### config.mk
export PLATFORM = sky130hd
export DESIGN_NAME = uart_fifo_ctrl
export DESIGN_NICKNAME = d
export VERILOG_FILES = /design/src/rtl/uart_fifo_ctrl.sv
export SDC_FILE = /design/constraint.sdc
export NUM_CORES = 1
export LEC_CHECK = 0
export BUFFER_PORTS_ARGS = -buffer_cell sky130_fd_sc_hd__buf_2
export CAP_MARGIN = 5
export CORE_ASPECT_RATIO = 1.25
export CORE_MARGIN = 2
export CORE_UTILIZATION = 60
export CTS_CLUSTER_DIAMETER = 200
export DETAILED_ROUTE_END_ITERATION = 12
export GPL_TIMING_DRIVEN = 0
export HOLD_SLACK_MARGIN = 0.02
export PLACE_DENSITY = 0.78
export SLEW_MARGIN = 20
export SYNTH_ARGS = -nofsm -noshare
export SYNTH_HDL_FRONTEND = slang
export SYNTH_SLANG_ARGS = --single-unit
### constraint.sdc
create_clock -name clk -period 3.5 [get_ports clk]
set_clock_uncertainty 0.2 [all_clocks]
set_input_delay 1.05 -clock clk [delete_from_list [all_inputs] [get_ports clk]]
set_output_delay 1.05 -clock clk [all_outputs]
set_load 0.05 [all_outputs]
### src/rtl/uart_fifo_ctrl.sv
// Sequencer between the CPU port decoder and the UART core: TX/RX byte FIFOs plus the
// txbegin/txbusy and rxrecv/data_read handshakes, with RX back-pressure through the receiver WAIT.
module uart_fifo_ctrl #(
    parameter int AW = 4
) (
    input  logic          clk,
    input  logic          reset,
    input  logic [7:0]    wr_data,
    input  logic          wr_stb,
    input  logic          rd_stb,
    output logic [7:0]    rd_data,
    input  logic          fifo_clr,
    output logic [AW:0]   tx_count,
    output logic [AW:0]   rx_count,
    output logic          tx_full,
    output logic          rx_avail,
    output logic          tx_idle,
    output logic          tx_ovf,
    output logic [7:0]    u_txdata,
    output logic          u_txbegin,
    input  logic          u_txbusy,
    input  logic [7:0]    u_rxdata,
    input  logic          u_rxrecv,
    output logic          u_data_read
);
    localparam int          DEPTH    = 2 ** AW;
    localparam logic [AW:0] CNT_FULL = (AW+1)'(DEPTH);
    localparam logic [AW:0] CNT_ONE  = (AW+1)'(1);
    localparam logic [AW-1:0] PTR_ONE = AW'(1);

    typedef enum logic [1:0] {T_IDLE, T_START, T_WAITB, T_WAITD} tx_state_e;
    typedef enum logic [1:0] {R_IDLE, R_PUSH, R_ACK} rx_state_e;

    logic [7:0]    tx_mem_q [DEPTH];
    logic [7:0]    rx_mem_q [DEPTH];
    logic [AW-1:0] tx_wptr_q, tx_rptr_q, rx_wptr_q, rx_rptr_q;
    logic [AW:0]   tx_count_q, tx_count_d, rx_count_q, rx_count_d;
    logic          tx_ovf_q;
    logic [7:0]    u_txdata_q;
    logic          u_txbegin_q, u_data_read_q;
    tx_state_e     tx_state_q;
    rx_state_e     rx_state_q;
    logic          tx_full_w, rx_full_w;
    logic          tx_pop, tx_push, tx_drop, rx_pop, rx_push;

    // A full FIFO still accepts a push when its head leaves in the same cycle; clear beats everything.
    always_comb begin
        tx_full_w = (tx_count_q == CNT_FULL);
        rx_full_w = (rx_count_q == CNT_FULL);
        tx_pop    = (tx_state_q == T_IDLE) && (tx_count_q != '0) && !u_txbusy && !fifo_clr;
        tx_push   = wr_stb && !fifo_clr && (!tx_full_w || tx_pop);
        tx_drop   = wr_stb && !fifo_clr && tx_full_w && !tx_pop;
        rx_pop    = rd_stb && (rx_count_q != '0) && !fifo_clr;
        rx_push   = (rx_state_q == R_PUSH) && !fifo_clr && (!rx_full_w || rx_pop);

        tx_count_d = tx_count_q;
        if (tx_push && !tx_pop) begin
            tx_count_d = tx_count_q + CNT_ONE;
        end else if (tx_pop && !tx_push) begin
            tx_count_d = tx_count_q - CNT_ONE;
        end

        rx_count_d = rx_count_q;
        if (rx_push && !rx_pop) begin
            rx_count_d = rx_count_q + CNT_ONE;
        end else if (rx_pop && !rx_push) begin
            rx_count_d = rx_count_q - CNT_ONE;
        end
    end

    always_ff @(posedge clk or posedge reset) begin
        if (reset) begin
            tx_wptr_q  <= '0;
            tx_rptr_q  <= '0;
            rx_wptr_q  <= '0;
            rx_rptr_q  <= '0;
            tx_count_q <= '0;
            rx_count_q <= '0;
            tx_ovf_q   <= 1'b0;
        end else if (fifo_clr) begin
            tx_wptr_q  <= '0;
            tx_rptr_q  <= '0;
            rx_wptr_q  <= '0;
            rx_rptr_q  <= '0;
            tx_count_q <= '0;
            rx_count_q <= '0;
            tx_ovf_q   <= 1'b0;
        end else begin
            if (tx_push) tx_wptr_q <= tx_wptr_q + PTR_ONE;
            if (tx_pop)  tx_rptr_q <= tx_rptr_q + PTR_ONE;
            if (rx_push) rx_wptr_q <= rx_wptr_q + PTR_ONE;
            if (rx_pop)  rx_rptr_q <= rx_rptr_q + PTR_ONE;
            tx_count_q <= tx_count_d;
            rx_count_q <= rx_count_d;
            if (tx_drop) tx_ovf_q <= 1'b1;
        end
    end

    always_ff @(posedge clk) begin
        if (tx_push) tx_mem_q[tx_wptr_q] <= wr_data;
        if (rx_push) rx_mem_q[rx_wptr_q] <= u_rxdata;
    end

    // Reset does not reach the UART core, so a frame in flight is simply forgotten here.
    always_ff @(posedge clk or posedge reset) begin
        if (reset) begin
            tx_state_q  <= T_IDLE;
            u_txdata_q  <= 8'h00;
            u_txbegin_q <= 1'b0;
        end else begin
            case (tx_state_q)
                T_IDLE: begin
                    if (tx_pop) begin
                        u_txdata_q  <= tx_mem_q[tx_rptr_q];
                        u_txbegin_q <= 1'b1;
                        tx_state_q  <= T_START;
                    end
                end
                T_START: begin
                    u_txbegin_q <= 1'b0;
                    tx_state_q  <= T_WAITB;
                end
                T_WAITB: begin
                    if (u_txbusy) tx_state_q <= T_WAITD;
                end
                T_WAITD: begin
                    if (!u_txbusy) tx_state_q <= T_IDLE;
                end
                default: tx_state_q <= T_IDLE;
            endcase
        end
    end

    // Holding off the acknowledge keeps the receiver in WAIT, which keeps its RTS asserted.
    always_ff @(posedge clk or posedge reset) begin
        if (reset) begin
            rx_state_q    <= R_IDLE;
            u_data_read_q <= 1'b0;
        end else begin
            case (rx_state_q)
                R_IDLE: begin
                    if (u_rxrecv) rx_state_q <= R_PUSH;
                end
                R_PUSH: begin
                    if (rx_push) begin
                        u_data_read_q <= 1'b1;
                        rx_state_q    <= R_ACK;
                    end
                end
                R_ACK: begin
                    u_data_read_q <= 1'b0;
                    rx_state_q    <= R_IDLE;
                end
                default: rx_state_q <= R_IDLE;
            endcase
        end
    end

    assign rd_data     = (rx_count_q == '0) ? 8'hFF : rx_mem_q[rx_rptr_q];
    assign tx_count    = tx_count_q;
    assign rx_count    = rx_count_q;
    assign tx_full     = tx_full_w;
    assign rx_avail    = (rx_count_q != '0);
    assign tx_idle     = (tx_count_q == '0) && (tx_state_q == T_IDLE);
    assign tx_ovf      = tx_ovf_q;
    assign u_txdata    = u_txdata_q;
    assign u_txbegin   = u_txbegin_q;
    assign u_data_read = u_data_read_q;
endmodule

Yosys cells after proc, flatten, opt, wreduce, memory -nomap -nowiden
Memories as Yosys holds them, arrays and structs flattened. A register that Yosys moved wholly into a read port is not among the register bits.
Cells that the tools add are included.
{"block": "classes", "n_addsub": 8, "n_eq_ne": 12, "n_mux": 32, "n_reduce_logical": 46}
{"op": "2-to-1 mux 4 bit", "n": 8}
{"op": "2-to-1 mux 5 bit", "n": 6}
{"op": "adder 4 x 1 -> 4 bit (second input constant)", "n": 4}
{"op": "logical AND 1 bit", "n": 16}
{"op": "nonzero test 2 bit", "n": 7}
{"op": "adder 5 x 1 -> 5 bit (second input constant)", "n": 2}
{"op": "== test 5 bit (second input constant)", "n": 2}
{"op": "zero test 5 bit", "n": 2}
{"op": "2-to-1 mux 2 bit", "n": 5}
{"op": "!= test 2 bit (second input constant)", "n": 5}
{"op": "nonzero test 5 bit", "n": 2}
{"op": "subtractor 5 x 1 -> 5 bit (second input constant)", "n": 2}
{"op": "zero test 1 bit", "n": 8}
{"op": "2-to-1 mux 1 bit", "n": 8}
{"op": "2-to-1 mux 8 bit", "n": 1}
{"op": "case mux 2 bit (4 select lines)", "n": 1}
{"op": "AND reduction 2 bit", "n": 4}
{"op": "== test 2 bit (second input constant)", "n": 3}
{"op": "nonzero test 3 bit", "n": 2}
{"op": "== test 2 x 1 -> 1 bit (second input constant)", "n": 2}
{"op": "zero test 2 bit", "n": 2}
{"op": "case mux 1 bit (2 select lines)", "n": 2}
{"op": "case mux 2 bit (2 select lines)", "n": 1}
{"op": "AND reduction 3 bit", "n": 1}
{"op": "logical OR 1 bit", "n": 2}
{"block": "word_totals", "regBits": 33, "ram_bits": 256, "out_inout_bits": 32, "word_cells": 111, "mem_count": 2}
{"memory": "rx_mem_q", "depth": 16, "width": 8, "rd": 1, "rd_clocked_by_memory_dff": 0, "wr": 1, "line_no": "35", "source": "logic [7:0] rx_mem_q [DEPTH];"}
{"memory": "tx_mem_q", "depth": 16, "width": 8, "rd": 1, "rd_clocked_by_memory_dff": 1, "wr": 1, "line_no": "34", "source": "logic [7:0] tx_mem_q [DEPTH];"}

Longest topological paths before layout
Gate-level depths: netlist of run 1.
{"block": "depth", "word_depth": 11, "mapped_depth": 12, "ltp_nobuf": 10}

Worst setup path before layout of run 1
Ideal clock, no wire load.
{"block": "synth_timing", "path_kind": "reg-to-output", "startpoint": "reg rx_count_q[0] (netlist: rx_count[0])", "endpoint": "out rd_data[0]", "arrival_time_ps": 2733, "slack_ps": -483, "path_stages_with_launch": 6, "path_buffers": 1, "cell_sequence": "dfrtp_1 nor4_1 nand2b_1 nor2b_1 clkbuf_1 a22oi_1"}
{"block": "synth_between", "elab_chain_cells": 2}
{"item": "from (decl)", "line_no": "37", "source": "logic [AW:0] tx_count_q, tx_count_d, rx_count_q, rx_count_d;"}
{"item": "from (signal assigned)", "line_no": "94", "source": "rx_count_q <= rx_count_d;"}
{"item": "zero test 5 bit", "line_no": "159", "source": "assign rd_data = (rx_count_q == '0) ? 8'hFF : rx_mem_q[rx_rptr_q];"}
{"item": "2-to-1 mux 8 bit", "line_no": "159"}
{"item": "to (decl)", "line_no": "11", "source": "output logic [7:0] rd_data,"}
No other way between the ends.

Worst setup path in the final report of run 1
{"block": "layout_timing", "startpoint": "reg rx_rptr_q[0]", "endpoint": "out rd_data[2]"}
{"block": "layout_between", "elab_chain_cells": 2}
{"item": "from (decl)", "line_no": "36", "source": "logic [AW-1:0] tx_wptr_q, tx_rptr_q, rx_wptr_q, rx_rptr_q;"}
{"item": "from (signal assigned)", "line_no": "92", "source": "if (rx_pop) rx_rptr_q <= rx_rptr_q + PTR_ONE;"}
{"item": "memory read (16 x 8 bit)"}
{"item": "2-to-1 mux 8 bit", "line_no": "159"}
No other way between the ends.

==> metrics.yaml, run 1 <==
status: "complete, but fails checks"
violations: "negative setup slack"
pin_count: 55
period_share: 1.03
ys_warn_count: 0
gp_congestion: 0.834
final_net_count: 818
dieArea_mm2: 0.0219
clock_sinks: 297
synth_cells: 681
grt_pass1_wl_um: 40000
routed-via-count: 6635
routed_wl_um: 26500
dr.pass1.iters: 5
synth_edf_count: 256
holdWs_ns: 0.299
p_seq_frac: 0.416
io_buffers: 53
cts-root-buf: "clkbuf_16"
overflow: 0
clk_path_buf_depth: 3
antenna_found_initial: 0
hp-class: "flop to flop"
drive_gt1_frac: 0.313
path_clk_slew_ns: 0.06
worstMarginPinSlew_ns: 1.02
drc_errors: 0
mostFrequentLayoutCell: "edfxtp_1"
ys_types: 56
irDropWorstVdd_mv: 0.573
powerDensity_mw_per_mm2: 713
place_hpwl_um: 17300
p_clk_frac: 0.267
synth_area_leaders: "edfxtp_1, mux4_2, dfrtp_1"
synthesis.area_mm2: 0.0124
fin_ws_ns: -0.0980
end_kind: "output port"
rsz0062_at_grt: "yes"
cts_tree: "built"
grt_max_degree: 24
viasPerCell: 6.26
finalHoldViolations: 0
rows: 58
n_antenna_cell: 0
path_class: "flop to output port"
clock.fmax_mhz: 278
critPathMaxFanout: 8
htreeDepth: 1
syn-mean-instance-area_um2: 18.2
combPwrFrac: 0.317
synth_top_area_cell: "edfxtp_1"
syn2layout_area_growth_pct: 15.6
pre_cts_slack_ns: -0.502
place_area_mm2: 0.0132
clk-insertion-delay-late_ns: 0.52
placed_cells: 1009
netSwitchingFraction: 0.322
fp.dieH_um: 165
fin_tns_setup_ns: -0.308
cellLeakagePower_nw: 4.85
internal_power_mw: 6.94
r2r_slack_ns: 0.17
drv_slew: 0
ant_nets: 0
cp.required_ns: 2.25
core_mm2: 0.0202
final_cells: 1060
p_sw_mw: 3.30
drt_iter0_drc: 527
cap_violations: 0
crit_arrival_ns: 2.35
finalInstanceArea_mm2: 0.0144
final_cell_mix: "edfxtp_1, mux4_2, buf_2"
ys_async_sr_fraction: 0.138
start_util: 0.614
cts_buffers: 27
die_width_um: 133
ys.flop_type: "edfxtp_1"
ys_seq_area_frac: 0.701
routedWlPerCell_um: 25.0
grt_pass1_vias: 7083
yosysTopAreaCellShare: 0.619
max_slew_margin: 0.315
finalSetupViolCount: 7
globalRouteTotalUtil: 0.244
min_period_ns: 3.60
cp-start-kind: "flop"
synthesis.nets: 728
synth_seq_cells: 297
[stage by stage]
step | util | total power [mW]
after floorplan | - | 6.44
after global placement | 0.646 | 7.01
after CTS | 0.703 | 10.1
after global routing | 0.710 | 10.6
final | 0.710 | 10.2
after detailed placement | 0.650 | 7.15
[registers in the layout, summed over array words and instances (netlist names)]
signal,count
rx_count,5
rx_mem_q,128
rx_rptr_q,4
rx_state_q,2
rx_wptr_q,4
tx_count,5
tx_mem_q,128
tx_ovf,1
tx_rptr_q,4
tx_state_q,2
tx_wptr_q,4
u_data_read,1
u_txbegin,1
u_txdata,8
[worst paths after layout]
kind,start,to,cells after the start
min reg2reg,u_txdata[6],u_txdata[6],2
min in group asynchronous,reset,rx_count[4],2
max,rx_rptr_q[0],rd_data[2],6
min,u_txdata[6],u_txdata[6],2
max in group asynchronous,reset,u_txdata[7],3
max reg2reg,tx_count[0],tx_count[4],10
[critical path, stage by stage (launching register included)]
cell     delay [ns]
dfrtp_1        0.39
buf_12         0.18
buf_12         0.13
mux4_2         0.51
mux2i_2        0.24
a22oi_2        0.15
buf_6          0.20
[area by class of cell]
| type | count | area [µm²] |
|---|---|---|
| plain buffers | 31 | 224 |
| clock buffers | 37 | 763 |
| clock inverters | 11 | 58.8 |
| fillers | 1197 | 5880 |
| inverters | 21 | 78.8 |
| multi-input cells | 328 | 3720 |
| flip-flops and latches | 297 | 8720 |
| well taps | 270 | 338 |
| repair buffers | 65 | 469 |
[per-layer routing]
layer  vias up  global-route usage  part of all wire
met4         0              0.0836             0.033
met1      3484               0.279              0.37
li1       2886                   -                 -
met5         -                   0                 0
met2       204               0.472              0.56
met3        61              0.0328             0.041
[logic make-up (layout without fill, tap and decap cells)]
| family | Yosys count | in the layout | synth area share |
|---|---|---|---|
| and+or+nand+nor | 122 | 122 | 0.0525 |
| adders and majority gates | 24 | 24 | 0.0254 |
| AOI/OAI and AO/OA | 61 | 61 | 0.0390 |
| buffers and inverters | 56 | 165 | 0.0193 |
| xor gates and xnor gates | 10 | 10 | 0.00705 |
| muxes | 111 | 111 | 0.156 |
| DFF | 297 | 297 | 0.701 |
[power groups by stage]
| stage | Clock (mW) | Sequential [mW] | Combinational, mW |
|---|---|---|---|
| after floorplan | 0 | 4.62 | 1.83 |
| after global placement | 0 | 4.30 | 2.71 |
| after detailed placement | 0 | 4.32 | 2.83 |
| after CTS | 2.75 | 4.26 | 3.12 |
| after global routing | 2.88 | 4.29 | 3.45 |
| final | 2.73 | 4.26 | 3.25 |
[timing repair]
action,4_1_cts,5_1_grt
pin swaps,2,5
hold endpoints to repair,0,0
hold buffers,0,0
gates cloned,1,2
resized for setup,59,17
setup buffers,4,0
endpoints found under the setup margin,9,42
[cell usage after synthesis (all sizes together) (5+ instances only)]
cell type	count
a21oi	7
a22oi	8
a31oi	5
and2	23
buf	16
clkbuf	19
dfrtp	41
edfxtp	256
ha	22
inv	21
mux2	9
mux2i	38
mux4	64
nand2	17
nand3	14
nor2	28
nor2b	6
nor3b	8
nor4	6
o211ai	5
o21ai	10
o221ai	8
xor2	6
Power figures use the tool's default switching activity.
==> inputs of run 2 (changes only) <==
--- a/config.mk
+++ b/config.mk
@@ -7,7 +7,6 @@
 export LEC_CHECK = 0
 export BUFFER_PORTS_ARGS = -buffer_cell sky130_fd_sc_hd__buf_2
 export CAP_MARGIN = 5
-export CORE_ASPECT_RATIO = 1.25
 export CORE_MARGIN = 2
 export CORE_UTILIZATION = 60
 export CTS_CLUSTER_DIAMETER = 200
==> run 2 against run 1 <==
Compared with the run above: the flow still finishes with violations (negative setup slack); wire length down 7.2%; sequential cell count unchanged; critical path depth unchanged; combinational power down 2%; clock power up 11%; global-route usage down 1.1 points; register-to-register slack better by 0.08 ns.
==> metrics.yaml, run 2 (synthesis results as in run 1) <==
status: "complete, but fails checks"
violations: "negative setup slack"
routed-via-count: 6522
pin_count: 55
cts_buffers: 30
rsz0062_at_grt: "yes"
clk_path_buf_depth: 3
cp-start-kind: "flop"
mostFrequentLayoutCell: "edfxtp_1"
hold_buffers: 0
path_clk_slew_ns: 0.06
fin_tns_setup_ns: -0.219
fin_ws_ns: -0.0746
totalPowerFinal_mw: 10.5
irDropWorstVdd_mv: 0.511
drc_errors: 0
start_util: 0.612
max_slew_margin: 0.387
gp_congestion: 0.848
globalRouteTotalUtil: 0.234
rows: 52
placed_cells: 1010
io_buffers: 53
syn2layout_area_growth_pct: 16.2
routed_wl_um: 24600
cap_violations: 0
critPathMaxFanout: 9
grt_pass1_vias: 6908
drv_slew: 0
grt_pass1_wl_um: 39100
core_mm2: 0.0203
n_antenna_cell: 0
clk-insertion-delay-late_ns: 0.55
die_width_um: 148
viasPerCell: 6.11
final_net_count: 821
end_kind: "output port"
period_share: 1.02
finalInstanceArea_mm2: 0.0144
grt_max_degree: 25
dr.pass1.iters: 5
clock.fmax_mhz: 280
crit_arrival_ns: 2.32
pre_cts_slack_ns: -0.507
wl_met1_um: 10100
cts-root-buf: "clkbuf_16"
cp.required_ns: 2.25
worstMarginPinSlew_ns: 0.911
place_area_mm2: 0.0132
clock_sinks: 297
met2_length_um: 12800
powerDensity_mw_per_mm2: 725
drt_iter0_drc: 496
path_class: "flop to output port"
htreeDepth: 1
place_hpwl_um: 16200
drive_gt1_frac: 0.317
finalSetupViolCount: 8
dieArea_mm2: 0.0219
hp-class: "input port to async pin"
finish.utilization: 0.711
finalHoldViolations: 0
antenna_found_initial: 0
highest_layer: "met4"
final_cell_mix: "edfxtp_1, mux4_2, buf_2"
final_cells: 1068
overflow: 0
fp.dieH_um: 148
min_period_ns: 3.57
ff2ff_path_depth: 10
ant_nets: 0
routed-wl-met3_um: 1200
routedWlPerCell_um: 23.0
holdWs_ns: 0.305
cellLeakagePower_nw: 4.91
cts_tree: "built"
==> run 2: cell types whose count changed in the layout (fill, tap and decap cells not counted), moves of 2 or more <==
cell,previous run,this run
clkinvlp_4,3,0
nor2_2,0,2
mux2i_2,4,7
nor2_1,28,26
mux2i_4,10,5
clkinv_4,0,3
mux2i_1,24,26
clkbuf_16,29,31
clkbuf_1,15,20
==> run 2: layer usage <==
layer	vias to the layer above	GRT usage
met5	-	0
met4	0	0.0595
met3	39	0.0355
met2	203	0.405
met1	3387	0.318
li1	2893	-
==> run 2: area by class of cell <==
type                       instances  area, µm²
buffer                            31        225
clock buffer                      45        847
clock inverter                    11        100
fill                            1219       5860
inverter                          21       78.8
multi-input combinational        328       3680
sequential                       297       8720
tap                              270        338
timing repair buffer              65        455
==> run 2: power by group <==
part	switching [mW]	internal [mW]
logic	1.83	1.33
clock network	1.29	1.75
registers	0.212	4.06
total	3.33	7.14
==> run 2: repair_timing <==
item	in CTS	in global routing
cloned	1	1
resized for setup	58	17
endpoints found under the setup margin	9	43
pin swaps	2	6
buffers inserted	2	2
==> run 2: worst paths after layout <==
kind                               from            to  slack (ns)
max                        rx_rptr_q[0]    rd_data[7]       -0.07
min                               reset  rx_wptr_q[1]        0.31
max reg2reg                 tx_count[0]   tx_count[4]        0.25
min reg2reg                 u_txdata[1]   u_txdata[1]        0.31
max in group asynchronous         reset   rx_count[1]        2.28
min in group clk            u_txdata[1]   u_txdata[1]        0.31
==> run 2: critical path, cell delays in order (launching register included) <==
cell and delay, ns:
dfrtp_1 0.40, buf_12 0.17, buf_12 0.16, mux4_2 0.54
mux2i_4 0.20, a22oi_2 0.12, buf_6 0.19
==> inputs of run 3 (changes only) <==
--- a/config.mk
+++ b/config.mk
@@ -8,12 +8,11 @@
 export BUFFER_PORTS_ARGS = -buffer_cell sky130_fd_sc_hd__buf_2
 export CAP_MARGIN = 5
 export CORE_MARGIN = 2
-export CORE_UTILIZATION = 60
+export CORE_UTILIZATION = 33
 export CTS_CLUSTER_DIAMETER = 200
 export DETAILED_ROUTE_END_ITERATION = 12
 export GPL_TIMING_DRIVEN = 0
 export HOLD_SLACK_MARGIN = 0.02
-export PLACE_DENSITY = 0.78
 export SLEW_MARGIN = 20
 export SYNTH_ARGS = -nofsm -noshare
 export SYNTH_HDL_FRONTEND = slang
==> run 3 against run 2 <==
Compared with the run above: the flow still finishes with violations (negative setup slack); sequential share of layout area fell by 1.3 points; sequential cell count did not move; hold slack got worse by 0.041 ns; combinational power rose by 2%; die area is 79% higher; final area rose by 2.3%; wire length rose by 9.2%; total power increased by 0.19%; first-iteration DRC count down 18%; critical path type unchanged; critical endpoint is now rd_data[2]; highest routed layer unchanged.
==> metrics.yaml, run 3 (synthesis results as in run 1) <==
finalHoldViolations: 0
totalPowerFinal_mw: 10.5
syn2layout_area_growth_pct: 18.9
overflow: 0
dr.pass1.iters: 4
crit_arrival_ns: 2.30
grt_pass1_vias: 6641
grt_max_degree: 28
cts-root-buf: "clkbuf_16"
clock.fmax_mhz: 282
r2r_slack_ns: 0.24
holdWs_ns: 0.264
ant_nets: 0
min_period_ns: 3.55
end_kind: "output port"
mostFrequentLayoutCell: "edfxtp_1"
clock_sinks: 297
pin_count: 55
ff2ff_path_depth: 10
routed_wl_um: 26900
max_slew_margin: 0.362
fin_tns_setup_ns: -0.223
globalRouteTotalUtil: 0.138
antenna_found_initial: 0
rsz0062_at_grt: "yes"
place_area_mm2: 0.0135
cts_buffers: 29
final_cells: 1312
gp_congestion: 0.775
cts_tree: "built"
finish.utilization: 0.395
hp-class: "input port to async pin"
r2r_start: "tx_count[1]"
routed-via-count: 6369
hold_buffers: 0
irDropWorstVdd_mv: 0.402
start_util: 0.332
drive_gt1_frac: 0.313
cp.required_ns: 2.25
worstMarginPinSlew_ns: 0.957
period_share: 1.01
cp-start-kind: "flop"
fin_ws_ns: -0.0463
fp.dieH_um: 198
drt_iter0_drc: 406
place_hpwl_um: 17500
viasPerCell: 4.85
powerDensity_mw_per_mm2: 710
multi_input_area_mm2: 0.00368
clk_path_buf_depth: 3
cellLeakagePower_nw: 4.93
dieArea_mm2: 0.0392
n_antenna_cell: 0
grt_pass1_wl_um: 40500
io_buffers: 53
core_mm2: 0.0374
placed_cells: 1250
violations: "negative setup slack"
status: "complete, but fails checks"
drv_slew: 0
finalInstanceArea_mm2: 0.0148
path_clk_slew_ns: 0.07
seq_area_mm2: 0.00872
cap_violations: 0
htreeDepth: 1
fillCellCount: 3392
pre_cts_slack_ns: -0.358
routedWlPerCell_um: 20.5
final_net_count: 825
r2r-end: "tx_count[4]"
critPathMaxFanout: 5
path_class: "flop to output port"
finalSetupViolCount: 8
die_width_um: 198
drc_errors: 0
clk-insertion-delay-late_ns: 0.56
rows: 71
final_cell_mix: "edfxtp_1, mux4_2, buf_2"
==> run 3: area by class of cell <==
cell class,instances,share of cell area
clock buffers,46,0.0561
repair buffers,70,0.0357
well taps,511,0.0433
flip-flops and latches,297,0.590
clock inverters,8,0.00474
inverters,21,0.00533
plain buffers,31,0.0154
multi-input cells,328,0.249
==> run 3: timing repair <==
action / 4_1_cts / 5_1_grt
pin swaps: 1 / 4
gates resized for setup: 64 / 12
setup buffers: 6 / 2
cloned: 1 / 3
endpoints found under the setup margin: 10 / 11
==> run 3: critical path, stage by stage (launching register included) <==
cell and delay, ns:
dfrtp_2 0.44, buf_12 0.16, buf_12 0.13, mux4_2 0.55, mux2i_2 0.21, a22oi_2 0.09, buf_6 0.17
==> run 3: worst max path at each step <==
stage	startpoint	endpoint	slack (ns)	cells past startpoint
3_3_place_gp	fifo_clr	rx_mem_q[1][3]	-1.0	5
4_1_cts	rx_rptr_q[0]	rd_data[2]	-0.06	6
6_report	rx_rptr_q[0]	rd_data[2]	-0.05	6
2_1_floorplan	rx_count[2]	rd_data[0]	0.05	5
3_5_place_dp	fifo_clr	rx_mem_q[12][6]	-0.36	7
5_1_grt	rx_rptr_q[0]	rd_data[0]	-0.1	6
==> run 3: power breakdown <==
group          switching, mW  internal (mW)
clock network           1.28           1.69
logic                   1.84           1.40
registers              0.218           4.06
==> run 3: metal layers <==
metal,GRT usage,share of wire,up-vias
li1,-,-,2897
met1,0.190,0.44,3289
met2,0.231,0.49,138
met3,0.0203,0.046,45
met4,0.0365,0.024,0
met5,0,0,-
